--- src/rtl/pipe_pkg.sv ---
// rtl/pipe_pkg.sv - shared pipeline-control types and constants
package pipe_pkg;

  localparam int REG_AW = 5;

  typedef enum logic [1:0] {
    RUN      = 2'd0,
    MEM_WAIT = 2'd1,
    MEM_ERR  = 2'd2
  } state_t;

  typedef struct packed {
    logic en;
    logic flush;
  } reg_ctl_t;

  // A flush wins over the enable, so a bubble is a flushed load of all-zero controls
  localparam reg_ctl_t CTL_RUN    = '{en: 1'b1, flush: 1'b0};
  localparam reg_ctl_t CTL_HOLD   = '{en: 1'b0, flush: 1'b0};
  localparam reg_ctl_t CTL_BUBBLE = '{en: 1'b1, flush: 1'b1};
  localparam reg_ctl_t CTL_RESET  = '{en: 1'b0, flush: 1'b1};

endpackage

--- src/rtl/hazard_detect.sv ---
// rtl/hazard_detect.sv - load-use hazard comparison between ID sources and EX load
module hazard_detect #(
  parameter int AW = 5
) (
  input  logic [AW-1:0] id_rs,
  input  logic [AW-1:0] id_rt,
  input  logic          id_use_rs,
  input  logic          id_use_rt,
  input  logic [AW-1:0] ex_rd,
  input  logic          ex_Regwr,
  input  logic          ex_MemtoReg,
  output logic          lu
);

  logic rs_hit;
  logic rt_hit;

  assign rs_hit = id_use_rs && (id_rs == ex_rd);
  assign rt_hit = id_use_rt && (id_rt == ex_rd);
  // Register 0 is hardwired, so a load into it never creates a dependency
  assign lu = ex_MemtoReg && ex_Regwr && (ex_rd != '0) && (rs_hit || rt_hit);

endmodule

--- src/rtl/pipe_hazard_ctrl.sv ---
// rtl/pipe_hazard_ctrl.sv - pipeline stall/flush sequencer; optional PIPE_PERF_CNT_EN counters
module pipe_hazard_ctrl #(
  parameter int REG_AW      = pipe_pkg::REG_AW,
  parameter int MEM_TIMEOUT = 16
`ifdef PIPE_PERF_CNT_EN
  ,
  parameter int CNT_W       = 32
`endif
) (
  input  logic              CLK,
  input  logic              Resetn,
  input  logic [REG_AW-1:0] id_rs,
  input  logic [REG_AW-1:0] id_rt,
  input  logic              id_use_rs,
  input  logic              id_use_rt,
  input  logic [REG_AW-1:0] ex_rd,
  input  logic              ex_Regwr,
  input  logic              ex_MemtoReg,
  input  logic              m_Branch_taken,
  input  logic              m_Jump,
  input  logic              m_MemRd,
  input  logic              m_MemWr,
  input  logic              dmem_ready,
  output logic              pc_en,
  output logic              ifid_en,
  output logic              idex_en,
  output logic              exm_en,
  output logic              mwb_en,
  output logic              ifid_flush,
  output logic              idex_flush,
  output logic              exm_flush,
  output logic              mwb_flush,
`ifdef PIPE_PERF_CNT_EN
  output logic [CNT_W-1:0]  stall_cnt,
  output logic [CNT_W-1:0]  flush_cnt,
`endif
  output logic              mem_err
);

  import pipe_pkg::*;

  localparam int WCW = $clog2(MEM_TIMEOUT) + 1;
  localparam logic [WCW-1:0] WAIT_LAST = WCW'(MEM_TIMEOUT - 1);

  state_t         state_q, state_d;
  logic [WCW-1:0] wait_q, wait_d;
  logic           mem_err_q, mem_err_d;
  logic           lu, redirect, hold, redirect_taken;
  reg_ctl_t       pc_c, ifid_c, idex_c, exm_c, mwb_c;

  hazard_detect #(.AW(REG_AW)) u_hazard_detect (
    .id_rs       (id_rs),
    .id_rt       (id_rt),
    .id_use_rs   (id_use_rs),
    .id_use_rt   (id_use_rt),
    .ex_rd       (ex_rd),
    .ex_Regwr    (ex_Regwr),
    .ex_MemtoReg (ex_MemtoReg),
    .lu          (lu)
  );

  assign redirect = m_Branch_taken || m_Jump;
  // Once waiting, only dmem_ready ends the stall regardless of the M-stage request bits
  assign hold = (state_q == MEM_WAIT) ? !dmem_ready
                                      : ((m_MemRd || m_MemWr) && !dmem_ready);

  always_comb begin
    state_d        = state_q;
    wait_d         = wait_q;
    mem_err_d      = mem_err_q;
    redirect_taken = 1'b0;
    pc_c           = CTL_RUN;
    ifid_c         = CTL_RUN;
    idex_c         = CTL_RUN;
    exm_c          = CTL_RUN;
    mwb_c          = CTL_RUN;
    case (state_q)
      RUN, MEM_WAIT: begin
        if (hold) begin
          pc_c   = CTL_HOLD;
          ifid_c = CTL_HOLD;
          idex_c = CTL_HOLD;
          exm_c  = CTL_HOLD;
          mwb_c  = CTL_BUBBLE;
          if (state_q == RUN) begin
            state_d = MEM_WAIT;
            wait_d  = WCW'(1);
          end else if (wait_q == WAIT_LAST) begin
            state_d   = MEM_ERR;
            mem_err_d = 1'b1;
          end else begin
            wait_d = wait_q + WCW'(1);
          end
        end else begin
          state_d = RUN;
          wait_d  = '0;
          if (redirect) begin
            redirect_taken = 1'b1;
            ifid_c         = CTL_BUBBLE;
            idex_c         = CTL_BUBBLE;
            exm_c          = CTL_BUBBLE;
          end else if (lu) begin
            pc_c   = CTL_HOLD;
            ifid_c = CTL_HOLD;
            idex_c = CTL_BUBBLE;
          end
        end
      end
      default: begin
        pc_c   = CTL_HOLD;
        ifid_c = CTL_HOLD;
        idex_c = CTL_HOLD;
        exm_c  = CTL_HOLD;
        mwb_c  = CTL_HOLD;
      end
    endcase
    if (!Resetn) begin
      pc_c   = CTL_RESET;
      ifid_c = CTL_RESET;
      idex_c = CTL_RESET;
      exm_c  = CTL_RESET;
      mwb_c  = CTL_RESET;
    end
  end

  always_ff @(posedge CLK) begin
    if (!Resetn) begin
      state_q   <= RUN;
      wait_q    <= '0;
      mem_err_q <= 1'b0;
    end else begin
      state_q   <= state_d;
      wait_q    <= wait_d;
      mem_err_q <= mem_err_d;
    end
  end

`ifdef PIPE_PERF_CNT_EN
  logic [CNT_W-1:0] stall_q, flush_q;

  always_ff @(posedge CLK) begin
    if (!Resetn) begin
      stall_q <= '0;
      flush_q <= '0;
    end else begin
      if (!pc_c.en && state_q != MEM_ERR && stall_q != '1)
        stall_q <= stall_q + CNT_W'(1);
      if (redirect_taken && flush_q != '1)
        flush_q <= flush_q + CNT_W'(1);
    end
  end

  assign stall_cnt = stall_q;
  assign flush_cnt = flush_q;
`endif

  assign pc_en      = pc_c.en;
  assign ifid_en    = ifid_c.en;
  assign idex_en    = idex_c.en;
  assign exm_en     = exm_c.en;
  assign mwb_en     = mwb_c.en;
  assign ifid_flush = ifid_c.flush;
  assign idex_flush = idex_c.flush;
  assign exm_flush  = exm_c.flush;
  assign mwb_flush  = mwb_c.flush;
  assign mem_err    = mem_err_q;

endmodule

--- config.mk ---
export PLATFORM = sky130hd
export DESIGN_NAME = pipe_hazard_ctrl
export DESIGN_NICKNAME = d
export VERILOG_FILES = /design/src/rtl/pipe_pkg.sv /design/src/rtl/hazard_detect.sv /design/src/rtl/pipe_hazard_ctrl.sv
export SDC_FILE = /design/constraint.sdc
export NUM_CORES = 1
export LEC_CHECK = 0
export ABC_AREA = 1
export CORE_MARGIN = 2
export CORE_UTILIZATION = 38
export CTS_CLUSTER_SIZE = 12
export DETAILED_ROUTE_END_ITERATION = 10
export HOLD_SLACK_MARGIN = 0.06
export PLACE_DENSITY = 0.86
export REMOVE_ABC_BUFFERS = 1
export SLEW_MARGIN = 10
export SYNTH_ARGS = -nofsm -noshare
export SYNTH_HDL_FRONTEND = slang
export SYNTH_SLANG_ARGS = --single-unit
export TNS_END_PERCENT = 50
--- constraint.sdc ---
create_clock -name CLK -period 1.8 [get_ports CLK]
set_input_delay 0.27 -clock CLK [delete_from_list [all_inputs] [get_ports CLK]]
set_output_delay 0.27 -clock CLK [all_outputs]
set_load 0.05 [all_outputs]
## Yosys cells after proc, flatten, opt, wreduce, memory -nomap -nowiden

Index checks and enable logic that the tools add are counted.

- Bits in registers: 8
- Input port bits: 26
- Output and inout bits: 10
- Logic and storage cells: 55

- Add/sub/neg operators: 1
- Equal/unequal tests: 6
- Mux-type cells: 28
- Bitwise gates (word level): 1
- Reduce and logical (&&, ||, !) cells: 16

Operator list:

| kind | count |
|---|---|
| $mux 2 | 20 |
| $mux 5 | 3 |
| $eq 5x5->1 | 2 |
| $logic_and 1x1->1 | 6 |
| $add 5x1->5 const B | 1 |
| $eq 5x4->1 const B | 1 |
| $mux 1 | 5 |
| $reduce_bool 5->1 | 1 |
| $reduce_and 2->1 | 2 |
| $reduce_and 4->1 | 1 |
| $logic_or 1x1->1 | 3 |
| $ne 3x1->1 const B | 1 |
| $ne 3x3->1 const B | 1 |
| $eq 2x1->1 const B | 1 |
| $logic_not 2->1 | 1 |
| $reduce_or 2->1 | 1 |
| $logic_not 1->1 | 1 |
| $not 1->1 | 1 |

## Longest topological paths before layout

Gate-level depths: netlist (run 1).

- Word-level depth: 9
- Mapped depth: 10
- Gate-level depth less buffers: 9

## Hierarchy

Synthesis (run 1) repeated with hierarchy kept, for this count alone.

- Cells, all modules: 136
- Area total of the unflattened synthesis: 757.0 sq um

Modules (own cells, without submodules):

| module | instances | cells each | area each (sq um) | seq. area each (sq um) |
|---|---|---|---|---|
| pipe_hazard_ctrl | 1 | 80 | 536.8 | 160.2 |
| hazard_detect | 1 | 56 | 220.2 | 0.0 |

## Least setup slack after synthesis (run 1)

Ideal clock, no wire load.

- Kind: register to output
- Start point: register state_q[1]
- End point: output pc_en
- Arrival: 2.181 ns
- Required time: 1.530 ns
- Path slack: -0.651 ns
- Stages on the path, launching flop included: 10
- Path buffers: 1
- Path through: dfxtp_1 inv_2 nand2_1 nand2_1 nand2_2 nand2_2 nor2_1 nand2_1 inv_1 buf_4

- Word-level cells in the longest chain between the ends: 5
- Elaborated cells on any way between the ends: 7
- Those cells by class: eq/ne: 1; mux: 4; reduce/logical: 2

RTL lines:

| what | line | text |
|---|---|---|
| start, declared | pipe_hazard_ctrl.sv:45 | `state_t state_q, state_d;` |
| start signal, assigned | pipe_hazard_ctrl.sv:132 | `state_q <= state_d;` |
| $eq 2x1->1 | pipe_hazard_ctrl.sv:64, pipe_hazard_ctrl.sv:77 |  |
| $mux 1 | pipe_hazard_ctrl.sv:64 | `assign hold = (state_q == MEM_WAIT) ? !dmem_ready` |
| $mux 2 | pipe_hazard_ctrl.sv:79 | `if (hold) begin` |
| $mux 2 (*) | pipe_hazard_ctrl.sv:77 | `case (state_q)` |
| $mux 2 (*) | pipe_hazard_ctrl.sv:117 | `if (!Resetn) begin` |
| end, declared | pipe_hazard_ctrl.sv:24 | `output logic pc_en,` |

Every way passes the cells marked *; elsewhere a longest branch is shown, timed or not.

## Worst setup path after layout (run 1)

- Start point: register state_q[1]
- End point: output exm_flush

- Word-level cells in the longest chain between the ends: 5
- Elaborated cells on any way between the ends: 7
- Those cells by class: eq/ne: 1; mux: 4; reduce/logical: 2

RTL lines:

| what | line | text |
|---|---|---|
| $eq 2x1->1 | pipe_hazard_ctrl.sv:64, pipe_hazard_ctrl.sv:77 |  |
| $mux 1 | pipe_hazard_ctrl.sv:64 |  |
| $mux 2 | pipe_hazard_ctrl.sv:79 |  |
| $mux 2 (*) | pipe_hazard_ctrl.sv:77 |  |
| $mux 2 (*) | pipe_hazard_ctrl.sv:117 |  |
| end, declared | pipe_hazard_ctrl.sv:31 | `output logic exm_flush,` |

Marks and branches as above.

==> results by group, run 1 <==
Place
  – Pre-CTS setup slack: -117 ps
  – Detailed placer's ending HPWL: about 1.6 mm
  – GPL Wtd Cong: 0.944
  – Cells after DPL: 192
  – IO buf count: 35

Worst setup path
  – Arr. time, crit path: 1450 ps
  – Crit Path Class: reg2out
  – Critical Path End Type: output port
  – Slowest stage delay, CP: ~390 ps
  – CP required: 1530 ps
  – CP Launch Type: flop
  – Maximum fanout along the worst path: 6
  – Critical-path top delay cell: dfxtp_2
  – CP most frequent cell: nand2_1
  – Crit-path cells: inv_2 -> nand2_1 -> nand2_1 -> nand2_2 -> nand2_4 -> o21ai_2 -> buf_4 -> buf_12

Timing
  – Tcrit/Tclk final: 0.956
  – Fin. max-slew vios: 0
  – Setup violations, final: 0
  – Highest clock rate: 0.581 GHz
  – Worst Clk Skew: 4.02 ps
  – Final hold violations: 0
  – Slew margin rel.: 0.673
  – RSZ-0062 raised after global routing: yes
  – Post-route setup slack: 78.6 ps
  – Fin Setup TNS: 0 ps
  – Worst-Margin Slew: ~490 ps
  – Fin crit period: 1720 ps

Routing
  – Initial drt markers: 15
  – Length of the first detailed-routing pass in iterations: 4
  – Via count: 895
  – DRC: 0
  – DRT Wirelength: 2.03 mm
  – Final antenna-violating net count: 0
  – Vias/cell: approximately 4.6
  – Average wire per standard cell: 10.4 um

Synth
  – Register bit total from synthesis: 8
  – Seq/Total Area, Yosys: 0.230
  – Synth Instances: 127
  – Syn_area_per_cell: 5.48 um2
  – Leading area contributor after synthesis: dfxtp_1
  – Synth Area in Adders: 0.0360
  – Cell area after synthesis: 696 um2
  – Synth Area in Compound Gates: 0.0953
  – Share of the synthesized area in the top cell type: 0.230
  – Mux cell area share after synthesis: 0
  – Synth Area in Simple Gates: 0.450
  – Post-Synth XOR/XNOR Area: 0
  – Combinational family with the most area after synthesis: simple AND/OR/NAND/NOR gates
  – Synth unique cells: 19
  – Yosys warning total: 0
  – Largest cells by area after synthesis: dfxtp_1 (23%), nand2_1 (23%), inv_1 (15%)

Clocking
  – Hold-fix buffers, CTS: 0
  – Max H-tree Level: 1
  – Num CTS Buffers: 3
  – Reg clk slew, reported paths: about 60 ps
  – Clk root buf: clkbuf_4
  – Clk_lat worst skew: 260 ps
  – CTS tree: built
  – CTS sink count: 8
  – Clk buf depth: 2

Power
  – Comb power frac: 0.437
  – Switch Pwr: 0.000193 W
  – Share of total power in the clock network: 0.246
  – Sequential share of power: 0.317
  – Net Sw Frac: 0.334
  – Leakage: 0.728 nW
  – Power Density: 459 mW/mm2
  – Internal cell power: 0.000384 W
  – Peak supply drop: 382 uV

Final layout
  – Commonest cells after routing, fill and taps aside: nand2_1 (42), inv_1 (25), nor2_1 (18), clkdlybuf4s50_1 (11), dlymetal6s2s_1 (10)
  – Final #Nets: 200
  – P&R area growth vs syn: 80.4%
  – Finished Layout Cells: 195
  – FILL cells: between 100 and 150
  – Layout cells sized above 1: 0.176
  – Number of inserted diodes: 0
  – Most common cell after layout, fill and taps aside: nand2_1

Global routing
  – Total grt overflow: 0
  – Initial antenna violation count: 0
  – GR Util All Layers: 0.213
  – First-pass GRT wire length: 3.31 mm
  – Pin count of the biggest net entering global routing: 7
  – Vias in the first global route: 838

Floorplanning
  – Core ar.: between 0.0015 and 0.002 mm2
  – Io pins: 36
  – Initial core utilization: 0.403
  – Die area: 0.00219 mm2
  – Cell row count: 15
  – Die W: 46.8 um
  – Height of the die: 46.8 um

Worst hold path
  – Hold Crit Class: reg2reg

Status
  – Status: finished, final reports clean

Run
  – MaxCap Viol Count: 0
[registers in the layout, summed over array words and instances, names as in the netlist]
name     count
wait_q       5
state_q      2
mem_err      1
[timing repair]
item | in CTS | in global routing
gates resized for setup | 8 | 13
endpoints found under the setup margin | 3 | 9
setup buffers | 0 | 0
pin swaps | 0 | 13
[per-layer routing]
metal / vias up / track usage / share of wire
met4: 0 / 0.0556 / 0.0039
met3: 2 / 0.112 / 0.083
met1: 386 / 0.254 / 0.42
met2: 33 / 0.337 / 0.49
met5: - / 0 / 0
li1: 474 / - / -
[cell type report]
cell class                      count  area, um2  area share
Clock buffer                        3       22.5      0.0179
Inverter                           29        109      0.0867
Multi-Input combinational cell     87        412       0.328
Sequential cell                     8        161       0.129
Tap cell                           25       31.3      0.0249
Timing Repair Buffer               43        519       0.414
[path summary, 6_finish.rpt]
check,slack (ps),depth (start not counted),from,to
max reg2reg,150,8,wait_q[0],wait_q[1]
max,80,8,state_q[1],exm_flush
min,450,2,mem_err,mem_err
min reg2reg,450,2,mem_err,mem_err
[Yosys cell counts]
cell type  instances
o22ai_1            2
nand2_2            2
nand2_1           42
o21ai_2            1
o21ai_0            3
nor2_1            19
inv_1             27
buf_4              3
nor3_1             1
nor3b_1            1
nand3b_1           2
a31oi_2            1
ha_1               2
o211ai_1           1
dfxtp_1            8
nand4_1            3
inv_2              2
a21oi_1            2
nand3_1            5
[power groups by stage]
| stage | sequential [W] | clock [W] | combinational, W |
|---|---|---|---|
| finish | 0.000183 | 0.000142 | 0.000252 |
| global route | 0.000183 | 0.000158 | 0.000270 |
| CTS | 0.000183 | 0.000141 | 0.000253 |
| detailed placement | 0.000186 | 0 | 0.000254 |
| global placement | 0.000186 | 0 | 0.000250 |
| floorplan | 0.000186 | 0 | 0.000104 |
[cell families (layout without fill, tap and decap cells)]
kind of cell	count (synthesis)	after routing
AO/OA/AOI/OAI	10	10
AND/OR/NAND/NOR	75	75
buffers and inverters	32	75
flip-flops	8	8
adder cells (fa/ha/maj)	2	2
[worst max-delay path, delay by kind of cell, from the launching register on]
family | cells | cell delay, ps
flip-flops | 1 | 390
buffers and inverters | 3 | 380
AND/OR/NAND/NOR | 4 | 280
AO/OA/AOI/OAI | 1 | 150
[through the flow]
step / instance area, um2 / util / hold WS [ps] / total power (W)
floorplan: 673 / - / 416 / 0.000290
finish: 1250 / 0.727 / 451 / 0.000576
CTS: 1220 / 0.708 / 452 / 0.000576
detailed placement: 1200 / 0.698 / 443 / 0.000441
global placement: 1200 / 0.698 / 436 / 0.000437
global route: 1250 / 0.727 / 483 / 0.000611
No activity file was read; power rests on OpenSTA's default activity.
==> run 2: changes to the inputs <==
--- a/config.mk
+++ b/config.mk
@@ -5,9 +5,8 @@
 export SDC_FILE = /design/constraint.sdc
 export NUM_CORES = 1
 export LEC_CHECK = 0
-export ABC_AREA = 1
 export CORE_MARGIN = 2
-export CORE_UTILIZATION = 38
+export CORE_UTILIZATION = 36
 export CTS_CLUSTER_SIZE = 12
 export DETAILED_ROUTE_END_ITERATION = 10
 export HOLD_SLACK_MARGIN = 0.06
==> run 2 against run 1 <==
Clock skew fell by 3.6 ps. Clock-buffer cell count stayed put. Synthesized area shrank 13%. Cell area is 7.3% lower. Sequential cell count stayed put. Power down 2.0%. Critical path type is now in2out. Largest power group unchanged.
==> results by group, run 2 <==
Final layout
  – Max reg flops: 5
  – Final #Nets: 150
  – Number of inserted diodes: 0
  – P&R area growth vs syn: 91.4%
  – Final Cell Area: 0.00116 mm2
  – Commonest cells after routing, fill and taps aside: dlygate4sd2_1 (13), buf_4 (11), clkdlybuf4s50_1 (9), xnor2_1 (8), buf_12 (8)
  – Most flops, register: wait_q
  – Finished Layout Cells: between 100 and 150
  – Final Util: 0.755
  – Layout cells sized above 1: 0.300
  – Most common cell after layout, fill and taps aside: dlygate4sd2_1

Clocking
  – Num CTS Buffers: 3
  – Clk buf depth: 2
  – CTS sink count: 8
  – Clk root buf: clkbuf_4
  – Max H-tree Level: 1
  – Clk_lat worst skew: 250 ps
  – Reg clk slew, reported paths: ~50 ps
  – CTS tree: built
  – Hold-fix buffers, CTS: 0

Synth
  – Seq/Total Area, Yosys: 0.263
  – Largest cells by area after synthesis: dfxtp_1 (26%), xnor2_1 (14%), ha_1 (4.1%)
  – Main synth FF type: dfxtp_1
  – Register bit total from synthesis: 8
  – EDFF count, synth: 0
  – Share of the synthesized area in the top cell type: 0.263
  – Syn_area_per_cell: about 8.0 um2
  – Leading area contributor after synthesis: dfxtp_1
  – Synth Instances: 76
  – Cell area after synthesis: roughly 600 um2
  – Most instantiated cells after synthesis: xnor2_1 (10), dfxtp_1 (8), nand2_1 (6), inv_1 (5)
  – Yosys warning total: 0
  – Async set or reset register ratio after synthesis: 0
  – Top-count cell post-synth: xnor2_1
  – Synth unique cells: 31

Global routing
  – Total grt overflow: 0
  – GR Util All Layers: 0.214
  – Initial antenna violation count: 0
  – First-pass GRT wire length: 3.13 mm
  – Vias in the first global route: roughly 730
  – Pin count of the biggest net entering global routing: 11

Timing
  – Slew margin rel.: 0.669
  – Final hold violations: 0
  – RSZ-0062 raised after global routing: yes
  – Highest clock rate: 0.560 GHz
  – Fin Setup TNS: 0 ps
  – Worst-Margin Slew: 495 ps
  – Setup violations, final: 0
  – Worst Clk Skew: 0.395 ps
  – Fin crit period: 1790 ps
  – Tcrit/Tclk final: 0.992
  – Fin. max-slew vios: 0

Power
  – Leakage: 0.492 nW
  – Peak supply drop: 371 uV
  – Tot Pwr: 0.000565 W
  – Power Density: slightly below 500 mW/mm2

Place
  – Cells after DPL: 132
  – Detailed placer's ending HPWL: 1.72 mm
  – IO buf count: 35
  – Post-DP Area: around 0.0011 mm2
  – GPL Wtd Cong: approximately 0.84

Worst setup path
  – Critical-path top delay cell: or3_4
  – CP required: 1530 ps
  – Crit-path leading delay family: compound AO/OA/AOI/OAI gates
  – Crit Path Class: in2out
  – Reg2Reg Setup Slack: 110 ps
  – CP Launch Type: input port
  – Critical Path End Type: output port
  – Crit-path cells: buf_6 -> or3_4 -> o311a_1 -> a31oi_1 -> buf_4 -> buf_12
  – Maximum fanout along the worst path: 2
  – WP buf/inv: 3
  – Arr. time, crit path: 1520 ps
  – Slowest stage delay, CP: between 300 and 400 ps

Floorplanning
  – Die area: 0.00203 mm2
  – Die W: between 40 and 50 um
  – Initial core utilization: 0.394
  – Height of the die: between 40 and 50 um
  – Io pins: 36
  – Core ar.: 0.00154 mm2
  – Cell row count: 14

Routing
  – DRC: 0
  – DRT Wirelength: 2.12 mm
  – Vias/cell: 5.42
  – Via count: about 740
  – Final antenna-violating net count: 0
  – Length of the first detailed-routing pass in iterations: 2
  – Initial drt markers: 26
  – Average wire per standard cell: about 16 um

Run
  – MaxCap Viol Count: 0

Worst hold path
  – Hold Crit Class: reg2reg

Status
  – Status: finished, final reports clean
run 2: cell types whose count changed after synthesis, moves of 3 or more:
| cell | before | now |
|---|---|---|
| nand2_1 | 42 | 6 |
| nor2_1 | 19 | 4 |
| inv_1 | 27 | 5 |
| nand3_1 | 5 | 1 |
| xnor2_1 | 0 | 10 |
| nor2b_1 | 0 | 3 |
| nand2b_1 | 0 | 3 |
run 2: layout make-up:
type                       count  area [um2]
tap                           16        20.0
timing repair buffer          45         480
fill                         109         378
sequential                     8         161
inverter                       5        18.8
multi-input combinational     59         460
clock buffer                   3        22.5
run 2: kinds of logic (layout without fill, tap and decap cells):
family                   after synthesis  after routing  share of synthesized area
AO/OA/AOI/OAI                         19             19                      0.214
XOR/XNOR                              10             10                      0.144
adder cells (fa/ha/maj)                2              2                     0.0411
buffers and inverters                  9             53                     0.0761
flip-flops                             8              8                      0.263
multiplexers                           1              1                     0.0185
AND/OR/NAND/NOR                       27             27                      0.243
run 2: path summary, 6_finish.rpt:
kind | endpoint | from | cells past startpoint
setup reg to reg | wait_q[3] | wait_q[0] | 7
setup / recovery | ifid_en | ex_rd[1] | 6
hold / removal | wait_q[4] | wait_q[4] | 1
hold reg to reg | wait_q[4] | wait_q[4] | 1
run 2: report_power, final:
group          internal, W  switching, W  total, W
sequential        0.000181    0.00000378  0.000184
combinational     0.000131      0.000117  0.000248
clock            0.0000760     0.0000569  0.000133
run 2: what timing repair did:
action | in CTS | in global routing
pin swaps | 17 | 1
buffers inserted | 1 | 0
setup endpoints to repair | 5 | 7
gates resized for setup | 32 | 7
run 2: worst register-to-register path, delay by kind of cell (launching register included):
kind	cells	cell delay (ps)
simple gates	3	470
compound gates	2	340
flops	1	330
fa+ha+maj	2	430
run 2: stage by stage:
stage	setup slack, ps	hold slack [ps]
floorplan	-2070	387
global placement	-294	445
detailed placement	-377	469
CTS	-7.76	480
global route	-12.3	496
finish	14.8	481
run 2: routing by layer:
| metal | vias up | track usage | wire length [um] |
|---|---|---|---|
| met3 | 4 | 0.0680 | 63 |
| met4 | 0 | 0.0412 | 25 |
| li1 | 354 | - | - |
| met1 | 365 | 0.224 | 837 |
| met2 | 14 | 0.411 | 1200 |
| met5 | - | 0 | 0 |
==> run 3: changes to the inputs <==
--- a/config.mk
+++ b/config.mk
@@ -12,8 +12,9 @@
 export HOLD_SLACK_MARGIN = 0.06
 export PLACE_DENSITY = 0.86
 export REMOVE_ABC_BUFFERS = 1
+export SKIP_CTS_REPAIR_TIMING = 1
 export SLEW_MARGIN = 10
 export SYNTH_ARGS = -nofsm -noshare
 export SYNTH_HDL_FRONTEND = slang
 export SYNTH_SLANG_ARGS = --single-unit
-export TNS_END_PERCENT = 50
+export TNS_END_PERCENT = 30
==> run 3 against run 2 <==
The flow now finishes with violations (setup timing). Clock skew is 0.51 ps higher. Global-route usage is 0.18 points lower. Clock power hardly changed. Worst hold slack worse by 12 ps. Utilization is 2.7 points higher. Routed wire length is 11% higher. Sequential share of layout area is 0.48 points lower. Via count is 3.9% higher. Cell area is 3.5% higher. Clock-buffer cell count stayed put. Die area stayed put. Critical endpoint unchanged.
==> results by group, run 3 (synthesized netlist as in run 2, its figures left out) <==
Status
  – Status: finished, violations left
  – Failing checks: setup timing

Floorplanning
  – Initial core utilization: 0.394
  – Die area: approximately 0.0020 mm2
  – Cell row count: 14
  – Io pins: 36
  – Height of the die: 45.1 um
  – Die W: 45.1 um
  – Core ar.: 0.00154 mm2

Final layout
  – FF/Latch Area: about 160 um2
  – FILL cells: 98
  – P&R area growth vs syn: 98.1%
  – Multi-input logic area: 455 um2
  – Final Util: 0.782
  – Finished Layout Cells: 135
  – Layout cells sized above 1: 0.277
  – Commonest cells after routing, fill and taps aside: dlymetal6s2s_1 (13), clkdlybuf4s50_1 (10), xnor2_1 (9), buf_12 (8), buf_4 (8)
  – Number of inserted diodes: 0
  – Most flops, register: wait_q
  – Final #Nets: 149
  – Max reg flops: 5
  – Final Cell Area: 0.00120 mm2
  – Most common cell after layout, fill and taps aside: dlymetal6s2s_1

Clocking
  – Max H-tree Level: 1
  – Clk buf depth: 2
  – Clk root buf: clkbuf_4
  – Reg clk slew, reported paths: 50 ps
  – CTS tree: built
  – Clk_lat worst skew: 250 ps
  – Num CTS Buffers: 3
  – CTS sink count: 8

Worst setup path
  – Critical Path End Type: output port
  – Maximum fanout along the worst path: 2
  – Crit-path leading delay family: compound AO/OA/AOI/OAI gates
  – WP buf/inv: 3
  – CP required: 1530 ps
  – Slowest stage delay, CP: 380 ps
  – CP Launch Type: input port
  – Arr. time, crit path: approximately 1600 ps
  – Critical-path top delay cell: or3_4
  – Crit-path cells: buf_6 -> or3_4 -> o311a_1 -> a31oi_1 -> buf_4 -> buf_12
  – Crit Path Class: in2out

Timing
  – Tcrit/Tclk final: 1.01
  – Fin. max-slew vios: 0
  – Worst Clk Skew: 0.909 ps
  – Setup violations, final: 3
  – RSZ-0062 raised after global routing: yes
  – Worst-Margin Slew: between 500 and 600 ps
  – Slew margin rel.: 0.665
  – Hold WS: 469 ps
  – Post-route setup slack: -25.6 ps
  – Fin crit period: about 1800 ps
  – Highest clock rate: approximately 0.55 GHz
  – Final hold violations: 0

Place
  – Detailed placer's ending HPWL: 1.72 mm
  – GPL Wtd Cong: 0.845
  – Cells after DPL: 132
  – IO buf count: 35
  – Pre-CTS setup slack: -377 ps
  – Post-DP Area: 0.00110 mm2

Global routing
  – Pin count of the biggest net entering global routing: 11
  – Vias in the first global route: 736
  – GR Util All Layers: 0.212
  – Initial antenna violation count: 0
  – Total grt overflow: 0
  – First-pass GRT wire length: between 3 and 4 mm

Power
  – Power Density: 475 mW/mm2
  – Leakage: around 0.58 nW
  – Peak supply drop: between 300 and 400 uV

Routing
  – Via count: 766
  – Initial drt markers: 21
  – Average wire per standard cell: 17.5 um
  – DRC: 0
  – Vias/cell: 5.67
  – Final antenna-violating net count: 0
  – DRT Wirelength: 2.36 mm
  – Length of the first detailed-routing pass in iterations: 4

Worst hold path
  – Hold Crit Class: reg2reg

Run
  – MaxCap Viol Count: 0
==> run 3: cell type report <==
type,instances,share of cell area
timing repair buffer,44,0.437
multi-input combinational,59,0.378
sequential,8,0.134
clock buffer,3,0.0187
tap,16,0.0166
inverter,5,0.0156
==> run 3: power by group <==
| part | leakage, nW | internal [W] | switching [W] | total [W] |
|---|---|---|---|---|
| combinational | 0.497 | 0.000137 | 0.000119 | 0.000256 |
| clock | 0.0138 | 0.0000759 | 0.0000560 | 0.000132 |
| sequential | 0.0652 | 0.000181 | 0.00000418 | 0.000185 |
==> run 3: stage by stage <==
step | setup TNS [ps] | total power [W]
finish | -54.6 | 0.000572
CTS | -1440 | 0.000565
detailed placement | -1390 | 0.000430
global placement | -1070 | 0.000425
floorplan | -8850 | 0.000283
global route | -155 | 0.000598
==> run 3: layer usage <==
| layer | part of all wire | GRT usage |
|---|---|---|
| met1 | 0.36 | 0.219 |
| met3 | 0.056 | 0.0760 |
| met5 | 0 | 0 |
| met4 | 0.029 | 0.0588 |
| met2 | 0.56 | 0.397 |
==> run 3: path summary, 6_finish.rpt <==
| kind | start | to | slack, ps | depth (start not counted) |
|---|---|---|---|---|
| worst min register to register | mem_err | mem_err | 470 | 1 |
| worst min-delay path | mem_err | mem_err | 470 | 1 |
| worst max register to register | wait_q[0] | wait_q[3] | 0 | 7 |
| worst max-delay path | ex_rd[3] | ifid_en | -30 | 6 |
